`src/rtl/memory_bus_master_pkg.sv`:
```
// Shared types and constants for the main-memory bus initiator.
package memory_bus_master_pkg;

  localparam int         DATAWIDTH_BUS_DEFAULT = 32;
  localparam logic [1:0] ALIGN_MASK            = 2'b11;

  typedef enum logic [1:0] {
    IDLE  = 2'b00,
    WAIT  = 2'b01,
    DONE  = 2'b10,
    ERROR = 2'b11
  } bus_state_e;

endpackage

```
`src/rtl/memory_bus_timeout.sv`:
```
// Wait-cycle counter for the bus initiator: clears outside the access and flags the last allowed cycle.
module memory_bus_timeout #(
  parameter int TIMEOUT_CYCLES = 16
) (
  input  logic clk,
  input  logic rst,
  input  logic clr,
  input  logic en,
  output logic tc
);

  localparam int CW = $clog2(TIMEOUT_CYCLES);

  logic [CW-1:0] cnt;

  always_ff @(posedge clk or posedge rst) begin
    if (rst)              cnt <= '0;
    else if (clr)         cnt <= '0;
    else if (en && !tc)   cnt <= cnt + CW'(1);
  end

  assign tc = (cnt == CW'(TIMEOUT_CYCLES - 1));

endmodule

```
`src/rtl/memory_bus_master.sv`:
```
// Single-word main-memory bus initiator with alignment check and bounded ACK wait.
module memory_bus_master
  import memory_bus_master_pkg::*;
#(
  parameter int DATAWIDTH_BUS  = DATAWIDTH_BUS_DEFAULT,
  parameter int TIMEOUT_CYCLES = 16
) (
  input  logic                     MEMORY_BUS_MASTER_CLOCK_50,
  input  logic                     MEMORY_BUS_MASTER_RESET_InHigh,
  input  logic                     MEMORY_BUS_MASTER_REQ_In,
  input  logic                     MEMORY_BUS_MASTER_WR_In,
  input  logic [DATAWIDTH_BUS-1:0] MEMORY_BUS_MASTER_ADDRESS_InBUS,
  input  logic [DATAWIDTH_BUS-1:0] MEMORY_BUS_MASTER_data_InBUS,
  output logic [DATAWIDTH_BUS-1:0] MEMORY_BUS_MASTER_data_OutBUS,
  output logic                     MEMORY_BUS_MASTER_BUSY,
  output logic                     MEMORY_BUS_MASTER_DONE,
  output logic                     MEMORY_BUS_MASTER_ERR,
  output logic [DATAWIDTH_BUS-1:0] MEMORY_BUS_MASTER_MEM_ADDRESS_OutBUS,
  output logic [DATAWIDTH_BUS-1:0] MEMORY_BUS_MASTER_MEM_data_OutBUS,
  output logic                     MEMORY_BUS_MASTER_MEM_RD_Out,
  output logic                     MEMORY_BUS_MASTER_MEM_WR_Out,
  input  logic [DATAWIDTH_BUS-1:0] MEMORY_BUS_MASTER_MEM_data_InBUS,
  input  logic                     MEMORY_BUS_MASTER_MEM_ACK_In
);

  logic clk, rst;
  assign clk = MEMORY_BUS_MASTER_CLOCK_50;
  assign rst = MEMORY_BUS_MASTER_RESET_InHigh;

  bus_state_e               state;
  logic                     busy_q, done_q, err_q, rd_q, wr_q;
  logic [DATAWIDTH_BUS-1:0] addr_q, wdata_q, rdata_q;
  logic                     tc;

  memory_bus_timeout #(
    .TIMEOUT_CYCLES (TIMEOUT_CYCLES)
  ) u_timeout (
    .clk (clk),
    .rst (rst),
    .clr (state != WAIT),
    .en  (state == WAIT),
    .tc  (tc)
  );

  // Outputs are flopped alongside the state so each one is a clean register output.
  always_ff @(posedge clk or posedge rst) begin
    if (rst) begin
      state   <= IDLE;
      busy_q  <= 1'b0;
      done_q  <= 1'b0;
      err_q   <= 1'b0;
      rd_q    <= 1'b0;
      wr_q    <= 1'b0;
      addr_q  <= '0;
      wdata_q <= '0;
      rdata_q <= '0;
    end else begin
      done_q <= 1'b0;
      err_q  <= 1'b0;
      case (state)
        IDLE: if (MEMORY_BUS_MASTER_REQ_In) begin
          busy_q <= 1'b1;
          // A rejected request never reaches the bus, so the bus-side address/data keep their old values.
          if ((MEMORY_BUS_MASTER_ADDRESS_InBUS[1:0] & ALIGN_MASK) != 2'b00) begin
            state  <= ERROR;
            done_q <= 1'b1;
            err_q  <= 1'b1;
          end else begin
            state   <= WAIT;
            addr_q  <= MEMORY_BUS_MASTER_ADDRESS_InBUS;
            wdata_q <= MEMORY_BUS_MASTER_data_InBUS;
            rd_q    <= !MEMORY_BUS_MASTER_WR_In;
            wr_q    <= MEMORY_BUS_MASTER_WR_In;
          end
        end
        WAIT: begin
          if (MEMORY_BUS_MASTER_MEM_ACK_In) begin
            if (rd_q) rdata_q <= MEMORY_BUS_MASTER_MEM_data_InBUS;
            state  <= DONE;
            rd_q   <= 1'b0;
            wr_q   <= 1'b0;
            done_q <= 1'b1;
          end else if (tc) begin
            state  <= ERROR;
            rd_q   <= 1'b0;
            wr_q   <= 1'b0;
            done_q <= 1'b1;
            err_q  <= 1'b1;
          end
        end
        DONE, ERROR: begin
          state  <= IDLE;
          busy_q <= 1'b0;
        end
        default: state <= IDLE;
      endcase
    end
  end

  assign MEMORY_BUS_MASTER_data_OutBUS        = rdata_q;
  assign MEMORY_BUS_MASTER_BUSY               = busy_q;
  assign MEMORY_BUS_MASTER_DONE               = done_q;
  assign MEMORY_BUS_MASTER_ERR                = err_q;
  assign MEMORY_BUS_MASTER_MEM_ADDRESS_OutBUS = addr_q;
  assign MEMORY_BUS_MASTER_MEM_data_OutBUS    = wdata_q;
  assign MEMORY_BUS_MASTER_MEM_RD_Out         = rd_q;
  assign MEMORY_BUS_MASTER_MEM_WR_Out         = wr_q;

endmodule
```
`config.mk`:
```
export PLATFORM = sky130hd
export DESIGN_NAME = memory_bus_master
export DESIGN_NICKNAME = d
export VERILOG_FILES = /design/src/rtl/memory_bus_master_pkg.sv /design/src/rtl/memory_bus_timeout.sv /design/src/rtl/memory_bus_master.sv
export SDC_FILE = /design/constraint.sdc
export NUM_CORES = 1
export LEC_CHECK = 0
export ABC_AREA = 0
export CORE_AREA = 5 5 108 110
export DETAILED_ROUTE_END_ITERATION = 10
export DIE_AREA = 0 0 113 115
export PLACE_DENSITY = 0.79
export SETUP_SLACK_MARGIN = 0.15
export SYNTH_ARGS = -nofsm -noshare
export SYNTH_HDL_FRONTEND = slang
export SYNTH_HIERARCHICAL = 1
export SYNTH_SLANG_ARGS = --single-unit
```
`constraint.sdc`:
```
create_clock -name MEMORY_BUS_MASTER_CLOCK_50 -period 5.2 [get_ports MEMORY_BUS_MASTER_CLOCK_50]
set_clock_uncertainty 0.05 [all_clocks]
set_input_delay 1.56 -clock MEMORY_BUS_MASTER_CLOCK_50 [delete_from_list [all_inputs] [get_ports MEMORY_BUS_MASTER_CLOCK_50]]
set_output_delay 1.56 -clock MEMORY_BUS_MASTER_CLOCK_50 [all_outputs]
set_load 0.02 [all_outputs]
```
# After elaboration in Yosys (flattened, before gate mapping)
# Cells that the tools add are included.
classes:
  add_sub_neg: 1
  eq_ne: 8
  n_mux: 24
  bitwise_logic: 1
  n_reduce_logical: 14
op_table:
  columns: ["op", "n"]
  rows:
  - ["two-way mux 1 bit", 12]
  - ["case mux 1 bit (2 select lines)", 5]
  - ["two-way mux 2 bit", 4]
  - ["two-way mux 4 bit", 2]
  - ["nonzero test 2 bit", 4]
  - ["case mux 2 bit (3 select lines)", 1]
  - ["AND reduction 3 bit", 2]
  - ["adder 4 x 1 -> 4 bit (second input constant)", 1]
  - ["== test 2 bit (second input constant)", 2]
  - ["== test 4 bit (second input constant)", 1]
  - ["inequality test 2 bit (second input constant)", 2]
  - ["AND reduction 2 bit", 2]
  - ["AND reduction 4 bit", 1]
  - ["inequality test 3 bit (second input constant)", 1]
  - ["== test 2 x 1 -> 1 bit (second input constant)", 1]
  - ["logical NOT 1 bit", 2]
  - ["logical NOT 2 bit", 1]
  - ["inequality test 2 x 1 -> 1 bit (second input constant)", 1]
  - ["OR reduction 2 bit", 1]
  - ["logical AND 1 bit", 1]
  - ["NOT 1 bit", 1]
totals:
  regBits: 107
  in_bits: 101
  out_inout_bits: 101
  word_cells: 58

# Longest topological paths before layout
# Gate-level depths: netlist of run 1.
depth:
  depth_word: 5
  depth_mapped: 5

# Cells and area by module
# The synthesis of run 1 kept the hierarchy.
modules_own_cells:
  columns: ["mod", "n_inst", "cells_per_inst", "area_each_um2", "seq_area_each_um2"]
  rows:
  - ["memory_bus_master", 1, 232, 3917.5, 2577.5]
  - ["memory_bus_timeout", 1, 21, 232.7, 100.1]

# Least setup slack after synthesis of run 1
# OpenSTA, ideal clock, no wires.
synth_path:
  path_type: "in2reg"
  start: "input port MEMORY_BUS_MASTER_ADDRESS_InBUS[0]"
  end: "register wdata_q[0], in the netlist MEMORY_BUS_MASTER_MEM_data_OutBUS[0]"
  setup_time_ps: 125
  t_arrival_ps: 2496
  setup_slack_ps: 2529
  cell_stages: 4
  path_buffers: 2
  cell_sequence: "nor4_4 > buf_6 > buf_6 > mux2_2"
synth_between:
  elab_chain_len: 3
synth_rtl:
  columns: ["element", "line_no", "rtl"]
  rows:
  - ["start, declared", "memory_bus_master.sv:12", "input logic [DATAWIDTH_BUS-1:0] MEMORY_BUS_MASTER_ADDRESS_InBUS,"]
  - ["nonzero test 2 bit", "memory_bus_master.sv:64", "if ((MEMORY_BUS_MASTER_ADDRESS_InBUS[1:0] & ALIGN_MASK) != 2'b00) begin"]
  - ["NOT 1 bit (no line)", null, null]
  - ["AND reduction 3 bit (no line)", null, null]
  - ["end signal, assigned", "memory_bus_master.sv:71", "wdata_q <= MEMORY_BUS_MASTER_data_InBUS;"]
  - ["end, declared", "memory_bus_master.sv:32", "logic [DATAWIDTH_BUS-1:0] addr_q, wdata_q, rdata_q;"]
# Every way passes these cells.
# A chain may end at the register's enable or synchronous reset.

# Final worst setup path of run 1
layout_path:
  start: "input port MEMORY_BUS_MASTER_ADDRESS_InBUS[0]"
  end: "register wdata_q[23], in the netlist MEMORY_BUS_MASTER_MEM_data_OutBUS[23]"
# The elaborated chain is that of the path after synthesis.

==> metrics.log, run 1 <==
[metrics] status: complete, no violations
[metrics] Total Nets Final: 560
[metrics] buffer type at the clock tree root: sky130_fd_sc_hd__clkbuf_8
[metrics] FF+latch count, synth: between 100 and 150
[metrics] part of the power in registers: 36.7%
[metrics] Leakage Power: around 2.7 nW
[metrics] final antenna-violating net count: 0
[metrics] CP cell instances: clkdlybuf4s50_1 -> nor4_4 -> buf_4 -> mux2_2
[metrics] # port buffers: approximately 200
[metrics] total of max-cap violations: 0
[metrics] TritonCTS clock tree: built
[metrics] # H-tree levels: 3
[metrics] routability congestion estimate from global placement: roughly 0.76
[metrics] Tot GR Track Use: 15.58%
[metrics] number of cell rows: 38
[metrics] drt wl/cell: approximately 17 um
[metrics] Resize count post-CTS: 0
[metrics] starting density of the core: approximately two fifths
[metrics] CP endpoint kind: flop
[metrics] first-pass GRT wire length: roughly 16000 um
[metrics] cells taking the most area after synthesis: sky130_fd_sc_hd__dfrtp_1 65%, sky130_fd_sc_hd__mux2_2 25%, sky130_fd_sc_hd__buf_6 2.2%, sky130_fd_sc_hd__a21oi_1 0.72%, sky130_fd_sc_hd__mux2i_1 0.72%
[metrics] via/cell ratio: roughly 4.7
[metrics] Setup Buffers After CTS: 0
[metrics] Data arrival, critical path: 3340 ps
[metrics] count of pins over their slew limit: 0
[metrics] Startpoint Class: input pin
[metrics] filler cell count in the final layout: ~800
[metrics] Fmax achieved: between 0.3 and 0.4 GHz
[metrics] RSZ-0062 raised after global routing: no
[metrics] count of vias placed by the detailed router: 2811
[metrics] DRC violation count after routing: 0
[metrics] Critical Path Slowest Stage Cell: sky130_fd_sc_hd__buf_4
[metrics] Die Area: roughly 0.013 mm^2
[metrics] net count of the mapped netlist: 355
[metrics] share of final-layout standard cells stronger than drive strength 1: 26.13%
[metrics] clock buffer count from CTS: 9
[metrics] worst-case vdd ir drop: about 270 uV
[metrics] Antenna Cells: 0
[metrics] horizontal die dimension: 113 um
[metrics] net switching power of the design: around 0.0013 W
[metrics] Clk network pwr share: roughly 16%
[metrics] aggregate global routing overflow: 0
[metrics] kind of critical path: input pin to flop
[metrics] Final Setup Violations: 0
[metrics] count of final hold-check violations: 0
[metrics] total of hold buffers inserted after clock tree synthesis: 0
[metrics] synthesized area divided by synthesized cell count: around 16 um^2
[metrics] most area-hungry cell type in the Yosys netlist: sky130_fd_sc_hd__dfrtp_1
[metrics] number of DRC markers in iteration 0: about 100
[metrics] area share of the largest cell type after synthesis: 64.52%
[metrics] kind of path behind the tightest hold check: flop to flop
[metrics] insertion delay of the later-clocked pin in the worst-skew pair: roughly 360 ps
[metrics] combined buffer and inverter count along the critical path: 2
[metrics] register clock-pin slew on the reported worst setup and hold paths: roughly 100 ps
[metrics] HPWL reported at the end of detailed placement: roughly 7600 um
[metrics] via count of the first global-routing pass: a little over 3k
[metrics] Core Region: 0.01060 mm^2
[metrics] number of distinct library cells after synthesis: 24
[metrics] Bufs on Longest Clock Path: 2
[metrics] critical path required time: ~5400 ps
[metrics] kind of cell adding the most delay to the critical path: buffers and inverters
[metrics] net switching share of the total power: 34.03%
[metrics] maximum number of pins on one net before global-route repair: 88
[metrics] worst slew slack as a fraction of its limit: between 20% and 30%
[metrics] number of iterations in the first detailed-routing pass: 4
[metrics] Cells after Synth: 253
[metrics] internal power: 0.002540 W
[metrics] Total Routed Length: just over 10000 um
[metrics] number of clock sinks: roughly 110
[metrics] final setup TNS: 0 ps
[metrics] slew at the pin with the worst max-slew slack: 1063 ps
[metrics] Cell Area, Synth: just over 0.004 mm^2
[metrics] die extent in y: approximately 120 um
[metrics] cell area power density: slightly below 600 mW/mm^2
[metrics] Min Clock Period, post-route: 3130 ps
[metrics] worst hold margin: between 400 and 500 ps
[metrics] synthesis-to-finish area growth: 56.89%
[metrics] number of antenna violations at the first check in global routing: 0
[metrics] fraction of power consumed by combinational cells: 47.3%
[metrics] synth warn: 6
[metrics] register area share after synthesis: between 60% and 70%
[metrics] worst-path fanout max: between 50 and 60
[metrics] critical path's largest stage delay: ~560 ps
[metrics] Final period util: 60.19%
[metrics] I/O pin count: approximately 200
[cells in the mapped netlist, drive strengths merged]
master and n:
o21ai 5, or2 1, nand2b 5, and3 1, buf 10, nand3 1
mux2 95, nor3 1, nand3b 1, mux2i 3, inv 4, a21oi 6
and4b 1, dfrtp 107, nor2b 5, nor2 4, nor4 1, ha 1
nand4 1
[path summary, 6_finish.rpt]
check | from | to | slack [ps] | cells after the start
min reg2reg | MEMORY_BUS_MASTER_data_OutBUS[5]$_DFFE_PP0P_ | MEMORY_BUS_MASTER_data_OutBUS[5]$_DFFE_PP0P_ | 440 | 1
min | MEMORY_BUS_MASTER_data_OutBUS[5]$_DFFE_PP0P_ | MEMORY_BUS_MASTER_data_OutBUS[5]$_DFFE_PP0P_ | 440 | 1
max reg2reg | state[0]$_DFFE_PP0P_ | MEMORY_BUS_MASTER_MEM_data_OutBUS[23]$_DFFE_PP0P_ | 3240 | 4
min in group asynchronous | MEMORY_BUS_MASTER_RESET_InHigh | u_timeout/cnt[2]$_DFFE_PP0P_ | 1430 | 2
max | MEMORY_BUS_MASTER_ADDRESS_InBUS[0] | MEMORY_BUS_MASTER_MEM_data_OutBUS[23]$_DFFE_PP0P_ | 2070 | 4
max in group asynchronous | MEMORY_BUS_MASTER_RESET_InHigh | MEMORY_BUS_MASTER_MEM_data_OutBUS[12]$_DFFE_PP0P_ | 2490 | 3
[cell usage in the layout (no fill, tap or decap), types with 2 or more instances in the layout]
cell / Yosys / routed
sky130_fd_sc_hd__mux2i_1: 3 / 3
sky130_fd_sc_hd__inv_1: 4 / 3
sky130_fd_sc_hd__a21oi_1: 6 / 6
sky130_fd_sc_hd__o21ai_0: 5 / 5
sky130_fd_sc_hd__inv_6: 0 / 2
sky130_fd_sc_hd__nand2b_4: 2 / 2
sky130_fd_sc_hd__mux2_2: 93 / 93
sky130_fd_sc_hd__bufinv_16: 0 / 3
sky130_fd_sc_hd__clkdlybuf4s50_1: 0 / 201
sky130_fd_sc_hd__buf_4: 0 / 3
sky130_fd_sc_hd__nor2b_1: 4 / 4
sky130_fd_sc_hd__nand2b_1: 3 / 3
sky130_fd_sc_hd__dfrtp_1: 107 / 107
sky130_fd_sc_hd__clkbuf_8: 0 / 10
sky130_fd_sc_hd__nor2_1: 4 / 4
[power groups by stage]
stage                     clock [W]  combinational, W  sequential (W)
after floorplan                   0          0.000446         0.00188
after global placement            0           0.00181         0.00141
after detailed placement          0           0.00184         0.00143
after CTS                  0.000639           0.00185         0.00142
after global routing       0.000670           0.00191         0.00147
final                      0.000619           0.00182         0.00141
[registers in the layout (all words and copies together), names as in the netlist]
name / flops
state: 2
MEMORY_BUS_MASTER_MEM_data_OutBUS: 32
MEMORY_BUS_MASTER_DONE: 1
MEMORY_BUS_MASTER_MEM_WR_Out: 1
MEMORY_BUS_MASTER_data_OutBUS: 32
MEMORY_BUS_MASTER_ERR: 1
MEMORY_BUS_MASTER_BUSY: 1
u_timeout/cnt: 4
MEMORY_BUS_MASTER_MEM_RD_Out: 1
MEMORY_BUS_MASTER_MEM_ADDRESS_OutBUS: 32
[metal layers]
metal / GRT usage, % / wire length, um / vias to the layer above
li1: - / - / 1304
met1: 17.45 / 3740 / 1376
met2: 27.01 / 5299 / 108
met3: 4.263 / 689 / 23
met4: 8.574 / 328 / 0
met5: 0 / 0 / -
[final cells by class]
class / instances / area [um^2] / share of cell area [%]
multi-input combinational: 132 / 1358 / 20.85
tap: 140 / 175.2 / 2.690
clock buffer: 11 / 141.4 / 2.171
sequential: 107 / 2678 / 41.12
clock inverter: 5 / 107.6 / 1.653
inverter: 4 / 17.52 / 0.2690
timing repair buffer: 204 / 2034 / 31.25
[per-stage QoR]
stage | setup WS (ps) | power, W | instance area, um^2 | cells | util, %
4_1_cts | 2080 | 0.003906 | 6511 | 603 | 61.41
2_1_floorplan | 886.2 | 0.002322 | 4150 | 253 | -
6_report | 2070 | 0.003850 | 6511 | 603 | 61.41
3_5_place_dp | 1674 | 0.003276 | 6262 | 587 | 59.06
5_1_grt | 1964 | 0.004048 | 6511 | 603 | 61.41
3_3_place_gp | 1741 | 0.003222 | 6262 | 587 | 59.06
[worst register-to-register path, stage by stage, from the launching register on]
cell                       delay (ps)
sky130_fd_sc_hd__dfrtp_1          460
sky130_fd_sc_hd__nand2b_4         190
sky130_fd_sc_hd__nor4_4           150
sky130_fd_sc_hd__buf_4            560
sky130_fd_sc_hd__mux2_2           450
[logic make-up (layout without fill, tap and decap cells)]
logic type | count (synthesis) | after routing | share of synthesized area (%)
flops | 107 | 107 | 64.52
mux | 98 | 98 | 26.59
simple gates | 22 | 22 | 4.492
buf+inv | 14 | 224 | 2.774
compound gates | 11 | 11 | 1.326
fa+ha+maj | 1 | 1 | 0.3014
Note: power is estimated with default switching activity, not from simulation.
==> run 2: changes to the inputs <==
--- a/config.mk
+++ b/config.mk
@@ -6,10 +6,10 @@
 export NUM_CORES = 1
 export LEC_CHECK = 0
 export ABC_AREA = 0
-export CORE_AREA = 5 5 108 110
+export CORE_AREA = 5 5 112 114
 export DETAILED_ROUTE_END_ITERATION = 10
-export DIE_AREA = 0 0 113 115
-export PLACE_DENSITY = 0.79
+export DIE_AREA = 0 0 117 119
+export PLACE_DENSITY = 0.77
 export SETUP_SLACK_MARGIN = 0.15
 export SYNTH_ARGS = -nofsm -noshare
 export SYNTH_HDL_FRONTEND = slang
==> constraint.sdc (replaced) <==
create_clock -name MEMORY_BUS_MASTER_CLOCK_50 -period 2.7 [get_ports MEMORY_BUS_MASTER_CLOCK_50]
set_clock_uncertainty 0.05 [all_clocks]
set_input_delay 0.81 -clock MEMORY_BUS_MASTER_CLOCK_50 [delete_from_list [all_inputs] [get_ports MEMORY_BUS_MASTER_CLOCK_50]]
set_output_delay 0.81 -clock MEMORY_BUS_MASTER_CLOCK_50 [all_outputs]
set_load 0.02 [all_outputs]
==> run 2 against run 1 <==
Compared with the run above: global-route usage shrank 0.68 points; utilization shrank 2.9 points; final cell count grew 0.83%; count of clock-buffer cells in the layout grew 1; non-clock buffer count grew 2; register-to-register slack lost 2400 ps; via count shrank 0.39%; clock power grew 110%; sequential power grew 94%.
==> metrics.log, run 2 (same netlist as run 1, synthesis figures left out) <==
[metrics] status: complete, no violations
[metrics] # H-tree levels: 3
[metrics] number of antenna violations at the first check in global routing: 0
[metrics] cell area power density: approximately 1100 mW/mm^2
[metrics] via count of the first global-routing pass: approximately 3.1k
[metrics] Resize count post-CTS: 0
[metrics] die extent in y: about 120 um
[metrics] total of max-cap violations: 0
[metrics] Final Core Density: between 50% and 60%
[metrics] worst hold margin: 448.4 ps
[metrics] Data arrival, critical path: approximately 1400 ps
[metrics] Final period util: 83.50%
[metrics] count of pins over their slew limit: 0
[metrics] aggregate global routing overflow: 0
[metrics] Final Setup Violations: 0
[metrics] number of cell rows: 39
[metrics] kind of cell adding the most delay to the critical path: buffers and inverters
[metrics] total of hold buffers inserted after clock tree synthesis: 0
[metrics] most frequent standard cell in the layout excluding fill and tap cells: sky130_fd_sc_hd__clkdlybuf4s50_1
[metrics] synthesis-to-finish area growth: 59.63%
[metrics] # port buffers: 201
[metrics] Leakage Power: approximately 2.8 nW
[metrics] post-route standard cell area excluding fillers: 0.006625 mm^2
[metrics] Setup Buffers After CTS: 0
[metrics] critical path's largest stage delay: 660 ps
[metrics] slew at the pin with the worst max-slew slack: 494.2 ps
[metrics] number of iterations in the first detailed-routing pass: 4
[metrics] I/O pin count: just over 200
[metrics] starting density of the core: 36.66%
[metrics] drt wl/cell: 17.27 um
[metrics] Fmax achieved: ~0.44 GHz
[metrics] Core Region: 0.01132 mm^2
[metrics] number of instances in the placed design: about 590
[metrics] count of final hold-check violations: 0
[metrics] combined buffer and inverter count along the critical path: 1
[metrics] horizontal die dimension: 117 um
[metrics] Startpoint Class: flop
[metrics] Placed Instance Area: around 0.0063 mm^2
[metrics] final cell count without fillers: about 610
[metrics] kind of critical path: flop to primary output
[metrics] Min Clock Period, post-route: about 2300 ps
[metrics] Stages on worst setup path: 1
[metrics] Tot GR Track Use: roughly 15%
[metrics] worst-case register-to-register setup slack: between 800 and 900 ps
[metrics] CP cell instances: clkdlybuf4s50_1
[metrics] buffer type at the clock tree root: sky130_fd_sc_hd__clkbuf_16
[metrics] HPWL reported at the end of detailed placement: around 8000 um
[metrics] clock buffer count from CTS: 9
[metrics] critical path required time: 1840 ps
[metrics] Bufs on Longest Clock Path: 2
[metrics] worst slew slack as a fraction of its limit: approximately two thirds
[metrics] worst-case vdd ir drop: between 600 and 700 uV
[metrics] area occupied by multi-input gates: 0.001358 mm^2
[metrics] insertion delay of the later-clocked pin in the worst-skew pair: between 300 and 400 ps
[metrics] cell count of the worst hold path: 1
[metrics] Antenna Cells: 0
[metrics] highest-count cells in the layout ignoring fill and taps: 201 x sky130_fd_sc_hd__clkdlybuf4s50_1, 107 x sky130_fd_sc_hd__dfrtp_1, 93 x sky130_fd_sc_hd__mux2_2, 9 x sky130_fd_sc_hd__clkbuf_16, 6 x sky130_fd_sc_hd__a21oi_1
[metrics] RSZ-0062 raised after global routing: no
[metrics] Total Nets Final: about 560
[metrics] count of vias placed by the detailed router: 2800
[metrics] final setup TNS: 0 ps
[metrics] worst r2r path cells: 5
[metrics] number of clock sinks: 107
[metrics] final antenna-violating net count: 0
[metrics] number of DRC markers in iteration 0: roughly 120
[metrics] Die Area: roughly 0.014 mm^2
[metrics] sequential cell area in the final layout: between 0.002 and 0.003 mm^2
[metrics] first-pass GRT wire length: ~16000 um
[metrics] worst-path fanout max: 3
[metrics] DRC violation count after routing: 0
[metrics] kind of path behind the tightest hold check: flop to flop
[metrics] maximum number of pins on one net before global-route repair: 46
[metrics] register clock-pin slew on the reported worst setup and hold paths: ~60 ps
[metrics] Critical Path Slowest Stage Cell: sky130_fd_sc_hd__clkdlybuf4s50_1
[metrics] via/cell ratio: ~4.6
[metrics] TritonCTS clock tree: built
[metrics] share of final-layout standard cells stronger than drive strength 1: 26.45%
[metrics] CP endpoint kind: primary output
[metrics] routability congestion estimate from global placement: approximately 0.7
[metrics] filler cell count in the final layout: around 940
[metrics] Total Routed Length: 10500 um
[run 2: cell count changes in the layout (fill, tap and decap cells not counted), moves of 2 or more]
cell,change
sky130_fd_sc_hd__inv_6,-2
sky130_fd_sc_hd__bufinv_16,-2
sky130_fd_sc_hd__clkbuf_16,+9
sky130_fd_sc_hd__clkbuf_8,-8
sky130_fd_sc_hd__clkinv_2,+2
sky130_fd_sc_hd__buf_12,+3
[run 2: stage by stage]
step           total power, W  worst slack (ps)
3_3_place_gp         0.006242             140.3
5_1_grt              0.008000             401.4
4_1_cts              0.007715             413.3
3_5_place_dp         0.006354             109.1
2_1_floorplan        0.004472             608.4
6_report             0.007595             445.5
[run 2: path summary, 6_finish.rpt]
kind	from	to
setup / recovery	MEMORY_BUS_MASTER_MEM_RD_Out$_DFFE_PP0P_	MEMORY_BUS_MASTER_MEM_RD_Out
min in group asynchronous	MEMORY_BUS_MASTER_RESET_InHigh	u_timeout/cnt[1]$_DFFE_PP0P_
max in group asynchronous	MEMORY_BUS_MASTER_RESET_InHigh	MEMORY_BUS_MASTER_MEM_data_OutBUS[25]$_DFFE_PP0P_
hold reg to reg	MEMORY_BUS_MASTER_data_OutBUS[5]$_DFFE_PP0P_	MEMORY_BUS_MASTER_data_OutBUS[5]$_DFFE_PP0P_
hold / removal	MEMORY_BUS_MASTER_data_OutBUS[5]$_DFFE_PP0P_	MEMORY_BUS_MASTER_data_OutBUS[5]$_DFFE_PP0P_
setup reg to reg	state[1]$_DFFE_PP0P_	MEMORY_BUS_MASTER_data_OutBUS[10]$_DFFE_PP0P_
[run 2: report_power, final]
group / total [W] / internal [W] / switching, W
combinational: 0.00354 / 0.00193 / 0.00161
clock: 0.00132 / 0.000769 / 0.000556
sequential: 0.00273 / 0.00233 / 0.000399
[run 2: cell type report]
class / count / area share, %
Timing Repair Buffer: 206 / 31.50
Clock inverter: 4 / 0.7365
Tap cell: 143 / 2.701
Inverter: 4 / 0.2833
Sequential cell: 107 / 40.42
Multi-Input combinational cell: 132 / 20.49
Clock buffer: 12 / 3.872
[run 2: metal layers]
layer	vias up	GRT usage, %	share of wire (%)
met4	0	4.731	1.4
met2	110	26.35	52
met5	-	0	0
met1	1374	17.54	39
met3	11	3.753	8.3
li1	1305	-	-
